==> config.mk <==
export PLATFORM = sky130hd
export DESIGN_NAME = shot_trigger_ctrl
export DESIGN_NICKNAME = d
export VERILOG_FILES = /design/src/rtl/shot_pkg.sv /design/src/rtl/shot_trigger_ctrl_debounce.sv /design/src/rtl/shot_trigger_ctrl.sv
export SDC_FILE = /design/constraint.sdc
export NUM_CORES = 1
export LEC_CHECK = 0
export BUFFER_PORTS_ARGS = -buffer_cell sky130_fd_sc_hd__buf_2
export CAP_MARGIN = 10
export CORE_AREA = 3 3 86 88
export DETAILED_ROUTE_END_ITERATION = 8
export DIE_AREA = 0 0 89 91
export GPL_TIMING_DRIVEN = 1
export PLACE_DENSITY_LB_ADDON = 0.05
export SETUP_SLACK_MARGIN = 0.05
export SYNTH_ARGS = -nofsm -noshare
export SYNTH_HDL_FRONTEND = slang
export SYNTH_SLANG_ARGS = --single-unit
==> constraint.sdc <==
create_clock -name clk -period 3.3 [get_ports clk]
set_clock_uncertainty 0.2 [all_clocks]
set_input_delay 0.66 -clock clk [delete_from_list [all_inputs] [get_ports clk]]
set_output_delay 0.66 -clock clk [all_outputs]
set_load 0.02 [all_outputs]
==> src/rtl/shot_pkg.sv <==
`default_nettype none
// ============================================================================
//  Module      : shot_pkg
//  Description : Shared definitions for the shot trigger controller:
//                FSM state encoding, ammo counter width, default cycle counts
//                and a small helper for deriving timer widths.
//  Revision    : 1.0 - initial release
// ============================================================================
package shot_pkg;

    // Controller states
    typedef enum logic [2:0] {
        ST_IDLE     = 3'd0,
        ST_FIRE     = 3'd1,
        ST_COOLDOWN = 3'd2,
        ST_RELOAD   = 3'd3,
        ST_ERROR    = 3'd4
    } state_t;

    // Width of the rounds-remaining counter (holds 0..15)
    localparam int AMMO_W = 4;

    // Default cycle counts, assuming a 100 MHz clock
    localparam int DEF_DEBOUNCE_CYCLES = 1000000;   // 10 ms
    localparam int DEF_FIRE_WIDTH      = 4;
    localparam int DEF_COOLDOWN_CYCLES = 25000000;  // 250 ms
    localparam int DEF_RELOAD_CYCLES   = 50000000;  // 500 ms
    localparam int DEF_MAG_SIZE        = 12;
    localparam int DEF_ERR_WIDTH       = 4;

    function automatic int max2(input int a, input int b);
        return (a > b) ? a : b;
    endfunction

endpackage : shot_pkg
`default_nettype wire

==> src/rtl/shot_trigger_ctrl_debounce.sv <==
`default_nettype none
// ============================================================================
//  Module      : btn_debounce
//  Description : Raw push-button conditioner. Two-flop synchronizer, then a
//                stability counter that only moves the accepted level after
//                the synchronized input has disagreed with it for
//                DEBOUNCE_CYCLES consecutive cycles (any bounce restarts the
//                count), then a one-cycle rising-edge event.
//  Ports       : clk, reset (async, active-high)
//                i_btn    - raw asynchronous button
//                o_level  - debounced level
//                o_event  - one-cycle pulse on a debounced rising edge
//  Revision    : 1.0 - initial release
// ============================================================================
module btn_debounce
    import shot_pkg::*;
#(
    parameter int DEBOUNCE_CYCLES = DEF_DEBOUNCE_CYCLES
) (
    input  logic clk,
    input  logic reset,
    input  logic i_btn,
    output logic o_level,
    output logic o_event
);

    localparam int CNT_W = (DEBOUNCE_CYCLES > 1) ? $clog2(DEBOUNCE_CYCLES) : 1;
    localparam logic [CNT_W-1:0] c_CNT_LAST = CNT_W'(DEBOUNCE_CYCLES - 1);

    logic             r_sync1;
    logic             r_sync2;
    logic [CNT_W-1:0] r_cnt;
    logic             r_level;
    logic             r_level_d;

    always_ff @(posedge clk or posedge reset) begin
        if (reset) begin
            r_sync1   <= 1'b0;
            r_sync2   <= 1'b0;
            r_cnt     <= '0;
            r_level   <= 1'b0;
            r_level_d <= 1'b0;
        end else begin
            r_sync1   <= i_btn;
            r_sync2   <= r_sync1;
            r_level_d <= r_level;
            if (r_sync2 != r_level) begin
                // The final disagreeing sample commits the new level
                if (r_cnt == c_CNT_LAST) begin
                    r_level <= r_sync2;
                    r_cnt   <= '0;
                end else begin
                    r_cnt <= r_cnt + CNT_W'(1);
                end
            end else begin
                r_cnt <= '0;
            end
        end
    end

    assign o_level = r_level;
    // Both terms are flops, so the event is clean for the FSM in the same domain
    assign o_event = r_level & ~r_level_d;

endmodule : btn_debounce
`default_nettype wire

==> src/rtl/shot_trigger_ctrl.sv <==
`default_nettype none
// ============================================================================
//  Module      : shot_trigger_ctrl
//  Description : Fire/error producer for the shot counter and display block.
//                Debounces the trigger and reload buttons, tracks magazine
//                contents and emits one registered fire pulse per accepted
//                shot, or a registered error pulse on an empty magazine.
//  Ports       : clk        - system clock
//                reset      - asynchronous, active-high
//                enable     - gates acceptance of new shots/reloads in IDLE
//                trig_btn   - raw trigger button
//                reload_btn - raw reload button
//                fire       - FIRE_WIDTH-cycle shot pulse (flop output)
//                error      - ERR_WIDTH-cycle empty-magazine pulse (flop output)
//                ammo       - rounds remaining, 0..MAG_SIZE
//                busy       - high whenever the controller is not IDLE
//  Build option: define SHOT_AUTO_FIRE_EN for automatic fire while the
//                trigger is held.
//  Revision    : 1.0 - initial release
// ============================================================================
module shot_trigger_ctrl
    import shot_pkg::*;
#(
    parameter int DEBOUNCE_CYCLES = DEF_DEBOUNCE_CYCLES,
    parameter int FIRE_WIDTH      = DEF_FIRE_WIDTH,
    parameter int COOLDOWN_CYCLES = DEF_COOLDOWN_CYCLES,
    parameter int RELOAD_CYCLES   = DEF_RELOAD_CYCLES,
    parameter int MAG_SIZE        = DEF_MAG_SIZE,
    parameter int ERR_WIDTH       = DEF_ERR_WIDTH
) (
    input  logic              clk,
    input  logic              reset,
    input  logic              enable,
    input  logic              trig_btn,
    input  logic              reload_btn,
    output logic              fire,
    output logic              error,
    output logic [AMMO_W-1:0] ammo,
    output logic              busy
);

    // One shared timer, sized for the longest interval it has to count
    localparam int TIMER_MAX = max2(max2(FIRE_WIDTH, ERR_WIDTH),
                                    max2(COOLDOWN_CYCLES, RELOAD_CYCLES));
    localparam int TIMER_W   = $clog2(TIMER_MAX + 1);

    localparam logic [TIMER_W-1:0] c_FIRE_LAST   = TIMER_W'(FIRE_WIDTH - 1);
    // Cooldown counts 0..COOLDOWN_CYCLES so a held trigger repeats every
    // FIRE_WIDTH + COOLDOWN_CYCLES + 1 cycles
    localparam logic [TIMER_W-1:0] c_COOL_LAST   = TIMER_W'(COOLDOWN_CYCLES);
    localparam logic [TIMER_W-1:0] c_RELOAD_LAST = TIMER_W'(RELOAD_CYCLES - 1);
    localparam logic [TIMER_W-1:0] c_ERR_LAST    = TIMER_W'(ERR_WIDTH - 1);
    localparam logic [AMMO_W-1:0]  c_MAG         = AMMO_W'(MAG_SIZE);

    logic w_trig_level;
    logic w_trig_ev;
    logic w_reload_level;
    logic w_reload_ev;

    state_t             r_state;
    state_t             w_state_nxt;
    logic [TIMER_W-1:0] r_timer;
    logic [TIMER_W-1:0] w_timer_nxt;
    logic [AMMO_W-1:0]  r_ammo;
    logic [AMMO_W-1:0]  w_ammo_nxt;
    logic               r_fire;
    logic               r_error;
    logic               r_busy;

    btn_debounce #(
        .DEBOUNCE_CYCLES (DEBOUNCE_CYCLES)
    ) u_trig_db (
        .clk     (clk),
        .reset   (reset),
        .i_btn   (trig_btn),
        .o_level (w_trig_level),
        .o_event (w_trig_ev)
    );

    btn_debounce #(
        .DEBOUNCE_CYCLES (DEBOUNCE_CYCLES)
    ) u_reload_db (
        .clk     (clk),
        .reset   (reset),
        .i_btn   (reload_btn),
        .o_level (w_reload_level),
        .o_event (w_reload_ev)
    );

    // Levels not consumed by the FSM in this build
`ifdef SHOT_AUTO_FIRE_EN
    logic w_unused_levels;
    assign w_unused_levels = &{1'b0, w_reload_level};
`else
    logic w_unused_levels;
    assign w_unused_levels = &{1'b0, w_reload_level, w_trig_level};
`endif

    // ------------------------------------------------------------------
    // Next-state logic; the timer restarts from zero on every state entry
    // ------------------------------------------------------------------
    always_comb begin
        w_state_nxt = r_state;
        w_timer_nxt = r_timer + TIMER_W'(1);
        w_ammo_nxt  = r_ammo;

        case (r_state)
            ST_IDLE: begin
                w_timer_nxt = '0;
                if (enable) begin
                    // Reload has priority; a coincident trigger event is dropped
                    if (w_reload_ev) begin
                        w_state_nxt = ST_RELOAD;
                    end else if (w_trig_ev) begin
                        if (r_ammo != '0) begin
                            w_state_nxt = ST_FIRE;
                            w_ammo_nxt  = r_ammo - AMMO_W'(1);
                        end else begin
                            w_state_nxt = ST_ERROR;
                        end
                    end
                end
            end

            ST_FIRE: begin
                if (r_timer == c_FIRE_LAST) begin
                    w_state_nxt = ST_COOLDOWN;
                    w_timer_nxt = '0;
                end
            end

            ST_COOLDOWN: begin
                if (r_timer == c_COOL_LAST) begin
                    w_timer_nxt = '0;
                    w_state_nxt = ST_IDLE;
`ifdef SHOT_AUTO_FIRE_EN
                    // Held trigger: repeat directly; on an empty magazine the
                    // single error pulse returns to IDLE, which needs a fresh
                    // edge, so it cannot repeat
                    if (enable && w_trig_level) begin
                        if (r_ammo != '0) begin
                            w_state_nxt = ST_FIRE;
                            w_ammo_nxt  = r_ammo - AMMO_W'(1);
                        end else begin
                            w_state_nxt = ST_ERROR;
                        end
                    end
`endif
                end
            end

            ST_RELOAD: begin
                if (r_timer == c_RELOAD_LAST) begin
                    w_state_nxt = ST_IDLE;
                    w_timer_nxt = '0;
                    w_ammo_nxt  = c_MAG;
                end
            end

            ST_ERROR: begin
                if (r_timer == c_ERR_LAST) begin
                    w_state_nxt = ST_IDLE;
                    w_timer_nxt = '0;
                end
            end

            default: begin
                w_state_nxt = ST_IDLE;
                w_timer_nxt = '0;
            end
        endcase
    end

    // ------------------------------------------------------------------
    // State and output registers. Outputs are decoded from the next state
    // so they are flop outputs aligned with the state they belong to.
    // ------------------------------------------------------------------
    always_ff @(posedge clk or posedge reset) begin
        if (reset) begin
            r_state <= ST_IDLE;
            r_timer <= '0;
            r_ammo  <= c_MAG;
            r_fire  <= 1'b0;
            r_error <= 1'b0;
            r_busy  <= 1'b0;
        end else begin
            r_state <= w_state_nxt;
            r_timer <= w_timer_nxt;
            r_ammo  <= w_ammo_nxt;
            r_fire  <= (w_state_nxt == ST_FIRE);
            r_error <= (w_state_nxt == ST_ERROR);
            r_busy  <= (w_state_nxt != ST_IDLE);
        end
    end

    assign fire  = r_fire;
    assign error = r_error;
    assign busy  = r_busy;
    assign ammo  = r_ammo;

endmodule : shot_trigger_ctrl
`default_nettype wire

==> out/metrics.yaml, run 1 <==
floorplan:
  die_width_um: 89
  die_height_um: 91
  core_area_um2: 6720
  boundary_pin_count: 12
  start_util_pct: 61.5
  rows: 30
  fp.dieArea_um2: 8100
cells_and_area:
  fin_nets: 442
  area_growth_pct: 7.90
  final-instance-count-excl-fill: 516
  layout-drive-gt1-share_pct: 9.63
  num_antenna_cells: 0
global_route:
  antenna_found_initial: 0
  wire_length_of_the_first_global_routing_pass_mm: 12.5
  overflow: 0
  grt_start_max_net_pins: 85
  grt_pass1_vias: 2781
  grt_usage_pct: 19.6
clock_tree:
  cts_resized: 0
  clock_tree_from_tritoncts: "yes"
  clock_pin_slew_reported_for_the_worst_setup_and_hold_paths_after_clock_tree_synthesis_ps: 80
  clock_tree.htree_level_count: 3
  clock_tree_buf_depth: 2
  clkSinkCount: 84
  cts_setup_buffers: 0
  clock_latency_ps: 350
  tritoncts.num_buffers: 9
  cts-root-buf: "clkbuf_8"
  cts_hold_repair.buffers: 0
timing:
  worstMarginPinSlew_ps: 846
  drv_slew: 0
  rsz0062_at_grt: "false"
  setup_viol: 0
  final.setup.tns_ps: 0
  hold_violations_final: 0
  final.period_utilization_pct: 79.6
  fin_crit_ps: 2630
  rel_slew_slack_pct: 43.1
  timing.hold.ws_ps: 155
  clock.fmax_ghz: 0.381
critical_path:
  critPathCaptureType: "flip-flop"
  rr_startpoint: "r_timer[0]$_DFF_PP0_"
  r2r-end: "busy$_DFF_PP0_"
  r2r.worst_path.cells: 6
  path_class: "flip-flop to flip-flop"
  critPathArrivalTime_ps: 2650
  required_ps: 3330
  startpoint_type: "flip-flop"
  reg2reg_setup_slack_ps: 670
  worst-path-max-fanout: 5
synthesis:
  syn-mean-instance-area_um2: 9.96
  synth-seq-cells: 84
  yosysSeqAreaShare_pct: 50.9
  share_of_synthesized_flip_flops_with_an_asynchronous_set_or_reset_pct: 100
  synth_top_flop_cell: "dfrtp_1"
  synth_warn: 0
  mappedNetlistNets: 426
  count_of_flip_flops_with_a_built_in_enable_after_synthesis: 0
  synth_area_um2: 4130
  synth.lib_cells_used.distinct: 46
  post_synth_inst_count: 415
power_and_ir_drop:
  power.density_nw_per_um2: 444
  clkPwrFrac_pct: 34.1
  switch_pwr_uw: 509
  p_sw_share_pct: 25.7
  leakagePower_uw: 0.00189
  internal_power_uw: 1470
  comb_power_share_pct: 10.8
  seqPwrFrac_pct: 55.1
  peakVddDrop_uv: 270
routing:
  pre_antenna_drt_iters: 4
  remaining_drc_errors: 0
  vias_per_cell: 5.61
  routedWlPerCell_um: 14.0
  route.final.wire_length_mm: 7.20
  iteration_0_drc_count_of_the_detailed_router: 128
  dr_total_vias: 2897
  detail-route-antenna-nets: 0
hold_path:
  hold_path_depth: 0
  holdCritPathClass: "flip-flop to flip-flop"
  min-delay-start: "u_reload_db.r_sync1$_DFF_PP0_"
  holdPathEnd: "u_reload_db.r_sync2$_DFF_PP0_"
placed_design:
  placedCellCount: 500
  dp.final_hpwl_mm: 4.92
  io_buffers: 11
  place.gp.congestion: 0.868
run:
  max_cap_viol_count: 0
status:
  run_status: "finished clean"
critical path, cell delays in order (launching register included):
cell and delay, ps:
dfrtp_1 410, ha_1 280, or4b_1 480, nor4_2 330, a21oi_1 200, a21o_1 230
a2111o_1 390
cell usage in the layout (no fill, tap or decap), drive strengths merged, types with 2 or more instances in the layout:
master and n:
o21ai 3, and3 10, ha 6, nor4 15, mux2 2, nand4 15, or2 3, clkinv 2
nor4b 2, or4b 2, xor2 29, clkinvlp 2, dfstp 2, clkbuf 13, nand3 31, nor2 79
or3 3, and4 3, a21oi 4, dfrtp 82, nand2 21, buf 13, nor3b 3, inv 13
nor3 12, xnor2 35, or4 6, a21o 2, nor2b 7, nand2b 3
synth_stat cells, drive strengths merged (2+ instances only):
master | instances | area [µm²]
buf | 4 | 31.3
or2 | 3 | 18.8
nand2 | 21 | 78.8
dfrtp | 82 | 2050
ha | 6 | 75.1
a21oi | 4 | 20.0
inv | 14 | 52.6
xor2 | 29 | 254
nor2b | 7 | 43.8
or4 | 6 | 48.8
nor4 | 15 | 115
and3 | 10 | 62.6
clkbuf | 4 | 15.0
and4 | 3 | 26.3
nor4b | 2 | 17.5
or4b | 2 | 20.0
or3 | 3 | 18.8
nand3 | 31 | 155
nor3b | 3 | 22.5
a21o | 2 | 15.0
nor2 | 79 | 297
nor3 | 12 | 60.1
mux2 | 2 | 22.5
nand4 | 15 | 93.8
o21ai | 3 | 15.0
nand2b | 3 | 18.8
xnor2 | 35 | 307
dfstp | 2 | 52.6
cell type report:
class | count | area (µm²)
Timing Repair Buffer | 13 | 82.6
Tap cell | 80 | 100
Fill cell | 528 | 2260
Clock buffer | 13 | 169
Inverter | 14 | 53.8
Clock inverter | 3 | 20.0
Sequential cell | 84 | 2100
Multi-Input combinational cell | 309 | 1930
power by group through the flow:
stage / registers (µW) / clock network (µW) / logic [µW]
after global routing: 1100 / 759 / 245
final: 1090 / 675 / 214
after detailed placement: 1110 / 0 / 218
after floorplan: 1120 / 0 / 171
after global placement: 1110 / 0 / 215
after CTS: 1090 / 707 / 219
kinds of logic (layout without fill, tap and decap cells):
group	Yosys count	count (layout)	synth area share, %
AOI/OAI and AO/OA	17	17	3.24
xor gates and xnor gates	64	64	13.6
adders and majority gates	6	6	1.82
buffers and inverters	22	43	2.39
DFF	84	84	50.9
muxes	2	2	0.545
and+or+nand+nor	220	220	27.5
metal layers:
metal / part of all wire [%] / GRT usage (%) / vias up
li1: - / - / 1457
met1: 47 / 26.4 / 1384
met2: 48 / 30.6 / 48
met3: 3.5 / 4.63 / 8
met4: 1.4 / 7.82 / 0
met5: 0 / 0 / -
stage by stage:
stage	cell area, µm²	setup slack, ps	util [%]	power, µW
after floorplan	4130	278	-	1290
after detailed placement	4270	673	63.6	1330
after global placement	4270	678	63.6	1330
final	4460	673	66.4	1980
after global routing	4460	485	66.4	2100
after CTS	4460	653	66.4	2020
sequential cells by signal, indices dropped and copies added, names as in the netlist, 3 cells and up:
| register | count |
|---|---|
| r_timer | 26 |
| u_reload_db.r_cnt | 20 |
| r_state | 3 |
| u_trig_db.r_cnt | 20 |
| ammo | 4 |
worst max-delay path by stage:
stage               slack, ps                   end                 start  depth (start not counted)
finish                    670        busy$_DFF_PP0_  r_timer[0]$_DFF_PP0_                          6
global route              480  r_timer[6]$_DFF_PP0_  r_timer[0]$_DFF_PP0_                          7
CTS                       650        busy$_DFF_PP0_  r_timer[0]$_DFF_PP0_                          6
detailed placement        670        busy$_DFF_PP0_  r_timer[0]$_DFF_PP0_                          6
global placement          680        busy$_DFF_PP0_  r_timer[0]$_DFF_PP0_                          6
floorplan                 280   ammo[0]$_DFFE_PP0P_                 reset                          1
No activity file was read; power rests on OpenSTA's default activity.
==> run 2, diff against run 1 <==
--- a/config.mk
+++ b/config.mk
@@ -7,9 +7,9 @@
 export LEC_CHECK = 0
 export BUFFER_PORTS_ARGS = -buffer_cell sky130_fd_sc_hd__buf_2
 export CAP_MARGIN = 10
-export CORE_AREA = 3 3 86 88
+export CORE_AREA = 3 3 90 92
 export DETAILED_ROUTE_END_ITERATION = 8
-export DIE_AREA = 0 0 89 91
+export DIE_AREA = 0 0 93 95
 export GPL_TIMING_DRIVEN = 1
 export PLACE_DENSITY_LB_ADDON = 0.05
 export SETUP_SLACK_MARGIN = 0.05
==> constraint.sdc (replaced) <==
create_clock -name clk -period 2.1 [get_ports clk]
set_clock_uncertainty 0.2 [all_clocks]
set_input_delay 0.42 -clock clk [delete_from_list [all_inputs] [get_ports clk]]
set_output_delay 0.42 -clock clk [all_outputs]
set_load 0.02 [all_outputs]
==> run 2 against run 1 <==
  * The run now ends with negative setup slack left
  * Combinational power up 150%
  * Largest cell class unchanged
  * Clock power increased by 61%
  * Wire length increased by 17%
  * Critical path type unchanged
  * Design area increased by 16%
  * Worst setup slack lost 910 ps
  * Critical path depth shrank 1
  * Core utilization up 4.4 points
==> out/metrics.yaml, run 2 (same netlist as run 1, synthesis figures left out) <==
status:
  run_status: "finished with violations"
  failed_checks: "negative setup slack"
timing:
  final.period_utilization_pct: 111
  hold_violations_final: 0
  rsz0062_at_grt: "true"
  postLayoutSetupSlackWorst_ps: -240
  rel_slew_slack_pct: 63.7
  drv_slew: 0
  timing.hold.ws_ps: 164
  clock.fmax_ghz: 0.427
  setup_viol: 28
  worstMarginPinSlew_ps: 543
  fin_crit_ps: 2340
critical_path:
  path_class: "flip-flop to flip-flop"
  critPathCaptureType: "flip-flop"
  critPathArrivalTime_ps: 2380
  required_ps: 2140
  r2r.worst_path.cells: 5
  startpoint_type: "flip-flop"
  worst-path-max-fanout: 3
clock_tree:
  cts-root-buf: "clkbuf_8"
  tritoncts.num_buffers: 9
  clock_latency_ps: 350
  clock_tree_buf_depth: 2
  clkSinkCount: 84
  clock_tree.htree_level_count: 3
  clock_tree_from_tritoncts: "yes"
  clock_pin_slew_reported_for_the_worst_setup_and_hold_paths_after_clock_tree_synthesis_ps: 80
routing:
  detail-route-antenna-nets: 0
  routedWlPerCell_um: 14.0
  pre_antenna_drt_iters: 4
  vias_per_cell: 5.30
  remaining_drc_errors: 0
  dr_total_vias: 3186
  route.final.wire_length_mm: 8.39
  iteration_0_drc_count_of_the_detailed_router: 186
floorplan:
  core_area_um2: 7290
  die_width_um: 93
  fp.dieArea_um2: 8840
  die_height_um: 95
  boundary_pin_count: 12
  start_util_pct: 56.7
  rows: 31
cells_and_area:
  largest_reg_flops: 26
  num_antenna_cells: 0
  largest_register: "r_timer"
  layout-drive-gt1-share_pct: 25.1
  final_common_cell: "dfrtp_1"
  area_growth_pct: 24.9
  fin_nets: 508
  layout.cells.most_common_list: "dfrtp_1 (82), nor2_1 (77), buf_4 (61)"
  fillCellCount: 609
  reg_top3: "r_timer (26), u_reload_db.r_cnt (20), u_trig_db.r_cnt (20)"
  final-instance-count-excl-fill: 601
global_route:
  grt_usage_pct: 21.7
  grt_start_max_net_pins: 32
  overflow: 0
  antenna_found_initial: 0
  wire_length_of_the_first_global_routing_pass_mm: 15.1
  grt_pass1_vias: 3243
power_and_ir_drop:
  peakVddDrop_uv: 443
  leakagePower_uw: 0.00225
  power.density_nw_per_um2: 643
  power.total_uw: 3320
run:
  max_cap_viol_count: 0
placed_design:
  placedCellCount: 579
  dp.final_hpwl_mm: 5.92
  io_buffers: 11
  dpl_worst_slack_ps: -240
  place.gp.congestion: 0.847
hold_path:
  hold_path_depth: 0
  holdCritPathClass: "flip-flop to flip-flop"
-- run 2: cell type report --
class / count / area, µm² / share of cell area [%]
flip-flops and latches: 84 / 2100 / 40.8
clock buffers: 13 / 169 / 3.27
inverters: 14 / 56.3 / 1.09
clock inverters: 3 / 20.0 / 0.388
repair buffers: 79 / 623 / 12.1
multi-input cells: 309 / 2060 / 40.0
well taps: 99 / 124 / 2.40
-- run 2: routing by layer --
metal,routed length (µm),track usage [%],vias to the layer above,share of wire [%]
met4,144,8.79,0,1.7
met5,0,0,-,0
li1,-,-,1594,-
met2,4000,35.0,44,48
met1,4040,29.6,1534,48
met3,204,3.43,14,2.4
-- run 2: what timing repair did --
item                                   4_1_cts  5_1_grt
setup endpoints to repair                   33       74
pin swaps                                    1        6
buffers inserted                             3        3
endpoints found under the hold margin       21        0
gates resized for setup                      5       12
hold buffers                                 3        0
-- run 2: worst max-delay path: stages, from the launching register on --
cell and delay [ps]:
dfrtp_1 390, or4_4 580, nor4_4 350, a21oi_2 140, a21o_1 180, a2111o_1 390
-- run 2: worst paths after layout --
kind | from | endpoint | slack [ps]
worst min-delay path | u_trig_db.r_sync1$_DFF_PP0_ | u_trig_db.r_sync2$_DFF_PP0_ | 160
worst min register to register | u_trig_db.r_sync1$_DFF_PP0_ | u_trig_db.r_sync2$_DFF_PP0_ | 160
worst max register to register | r_timer[11]$_DFF_PP0_ | busy$_DFF_PP0_ | -240
min in group asynchronous | reset | u_trig_db.r_cnt[9]$_DFF_PP0_ | 470
worst max-delay path | r_timer[11]$_DFF_PP0_ | busy$_DFF_PP0_ | -240
max in group asynchronous | reset | u_trig_db.r_cnt[4]$_DFF_PP0_ | 620
-- run 2: where the power goes --
group | internal [µW] | total (µW) | switching (µW)
clock | 525 | 1090 | 560
sequential | 1670 | 1700 | 36.0
combinational | 238 | 529 | 291
total | 2430 | 3320 | 887
-- run 2: per-stage QoR --
step                TNS [ps]  instance area (µm²)  util, %
CTS                    -5430                 5090     69.8
floorplan              -4460                 4190        -
global route           -7340                 5160     70.8
finish                 -5060                 5160     70.8
global placement       -4280                 4830     66.2
detailed placement     -5610                 4830     66.2
==> run 3, diff against run 2 <==
--- a/config.mk
+++ b/config.mk
@@ -7,9 +7,9 @@
 export LEC_CHECK = 0
 export BUFFER_PORTS_ARGS = -buffer_cell sky130_fd_sc_hd__buf_2
 export CAP_MARGIN = 10
-export CORE_AREA = 3 3 90 92
+export CORE_AREA = 5 5 92 94
 export DETAILED_ROUTE_END_ITERATION = 8
-export DIE_AREA = 0 0 93 95
+export DIE_AREA = 0 0 97 99
 export GPL_TIMING_DRIVEN = 1
 export PLACE_DENSITY_LB_ADDON = 0.05
 export SETUP_SLACK_MARGIN = 0.05
==> run 3 against run 2 <==
  * The flow still finishes with violations (negative setup slack)
  * First-iteration DRC count fell by 26%
  * Global-route usage fell by 2.0 points
  * Clock power rose by 4%
  * Maximum frequency fell by 3.0%
  * Non-clock buffer count rose by 3
  * Sequential share of layout area fell by 1.3 points
  * Sequential power barely moved
  * Worst hold slack got worse by 11 ps
  * Register-to-register slack got worse by 70 ps
  * Critical path depth rose by 3
  * Highest routed layer unchanged
==> out/metrics.yaml, run 3 (same netlist as run 1, synthesis figures left out) <==
timing:
  drv_slew: 0
  setup_viol: 31
  worstMarginPinSlew_ps: 454
  rsz0062_at_grt: "true"
  rel_slew_slack_pct: 69.6
  fin_crit_ps: 2410
  clock.fmax_ghz: 0.415
  hold_violations_final: 0
  postLayoutSetupSlackWorst_ps: -312
  final.period_utilization_pct: 115
hold_path:
  holdCritPathClass: "flip-flop to flip-flop"
  hold_path_depth: 0
routing:
  iteration_0_drc_count_of_the_detailed_router: 137
  remaining_drc_errors: 0
  routedWlPerCell_um: 15.2
  detail-route-antenna-nets: 0
  vias_per_cell: 5.37
  pre_antenna_drt_iters: 4
  route.final.wire_length_mm: 9.22
  dr_total_vias: 3260
global_route:
  grt_start_max_net_pins: 37
  wire_length_of_the_first_global_routing_pass_mm: 15.4
  overflow: 0
  grt_usage_pct: 19.7
  grt_pass1_vias: 3281
  antenna_found_initial: 0
cells_and_area:
  fin_nets: 511
  final_common_cell: "dfrtp_1"
  layout-drive-gt1-share_pct: 27.5
  num_antenna_cells: 0
  largest_register: "r_timer"
  largest_reg_flops: 26
  final-instance-count-excl-fill: 607
  layout.cells.most_common_list: "dfrtp_1 (81), nor2_1 (66), buf_4 (55)"
  reg_top3: "r_timer (26), u_reload_db.r_cnt (20), u_trig_db.r_cnt (20)"
  area_growth_pct: 28.9
  utilization_pct: 70.4
clock_tree:
  clock_pin_slew_reported_for_the_worst_setup_and_hold_paths_after_clock_tree_synthesis_ps: 80
  clock_tree.htree_level_count: 3
  cts-root-buf: "clkbuf_8"
  clock_tree_from_tritoncts: "yes"
  clock_latency_ps: 360
  tritoncts.num_buffers: 9
  clkSinkCount: 84
  clock_tree_buf_depth: 2
status:
  run_status: "finished with violations"
  failed_checks: "negative setup slack"
critical_path:
  critPathCaptureType: "flip-flop"
  required_ps: 2140
  critPathArrivalTime_ps: 2450
  path_class: "flip-flop to flip-flop"
  r2r.worst_path.cells: 8
  worst-path-max-fanout: 7
  startpoint_type: "flip-flop"
floorplan:
  core_area_um2: 7570
  start_util_pct: 54.6
  boundary_pin_count: 12
  die_height_um: 99
  die_width_um: 97
  rows: 32
  fp.dieArea_um2: 9600
power_and_ir_drop:
  peakVddDrop_uv: 478
  power.total_uw: 3640
  leakagePower_uw: 0.00230
  power.density_nw_per_um2: 683
run:
  max_cap_viol_count: 0
placed_design:
  io_buffers: 11
  placedCellCount: 578
  place.gp.congestion: 0.823
  dp.final_hpwl_mm: 5.92
==> run 3: cell count changes in the layout (fill, tap and decap cells not counted), sizes merged <==
cell / previous run / this run
buf: 76 / 77
bufinv: 0 / 1
clkbuf: 13 / 14
==> run 3: layer usage <==
layer | up-vias | share of wire (%) | GRT usage [%]
li1 | 1595 | - | -
met1 | 1580 | 45 | 25.7
met2 | 64 | 49 | 32.0
met3 | 21 | 3.8 | 2.83
met4 | 0 | 2.5 | 10.4
met5 | - | 0 | 0
==> run 3: area by class of cell <==
| type | count | area (µm²) |
|---|---|---|
| inverter | 14 | 56.3 |
| sequential | 84 | 2110 |
| clock inverter | 4 | 50.0 |
| fill | 569 | 2240 |
| tap | 102 | 128 |
| clock buffer | 12 | 135 |
| timing repair buffer | 82 | 732 |
| multi-input combinational | 309 | 2120 |
==> run 3: critical path, cell delays in order, from the launching register on <==
cell	delay [ps]
dfrtp_1	360
ha_2	210
or4b_4	480
nor4_4	160
nand4b_1	220
a211oi_4	310
buf_6	160
buf_12	130
nor2_1	50
==> run 3: path summary, 6_finish.rpt <==
path / start / end / slack [ps]
max in group asynchronous: reset / r_timer[21]$_DFF_PP0_ / 750
worst max-delay path: r_timer[1]$_DFF_PP0_ / r_timer[18]$_DFF_PP0_ / -310
worst min register to register: u_reload_db.r_sync1$_DFF_PP0_ / u_reload_db.r_sync2$_DFF_PP0_ / 150
worst max register to register: r_timer[1]$_DFF_PP0_ / r_timer[18]$_DFF_PP0_ / -310
min in group asynchronous: reset / u_trig_db.r_sync1$_DFF_PP0_ / 420
worst min-delay path: u_reload_db.r_sync1$_DFF_PP0_ / u_reload_db.r_sync2$_DFF_PP0_ / 150
==> run 3: power by group <==
group | internal, µW | switching [µW] | total [µW]
clock | 550 | 582 | 1130
sequential | 1670 | 26.3 | 1690
combinational | 412 | 399 | 811
==> run 3: metrics by stage <==
| step | hold WS [ps] | worst slack [ps] | setup TNS [ps] | area (µm²) |
|---|---|---|---|---|
| floorplan | 131 | -194 | -4460 | 4190 |
| global placement | 132 | -159 | -4160 | 4820 |
| detailed placement | 141 | -211 | -5500 | 4820 |
| CTS | 158 | -204 | -5410 | 5100 |
| global route | 177 | -400 | -10860 | 5330 |
| finish | 153 | -312 | -8330 | 5330 |
==> run 3: what timing repair did <==
item                                   CTS  global route
cloned                                   1             2
hold buffers                             3             0
buffers inserted                         4             5
gates resized for setup                  5            36
pin swaps                                2            10
setup endpoints to repair               30            74
endpoints found under the hold margin   16             0
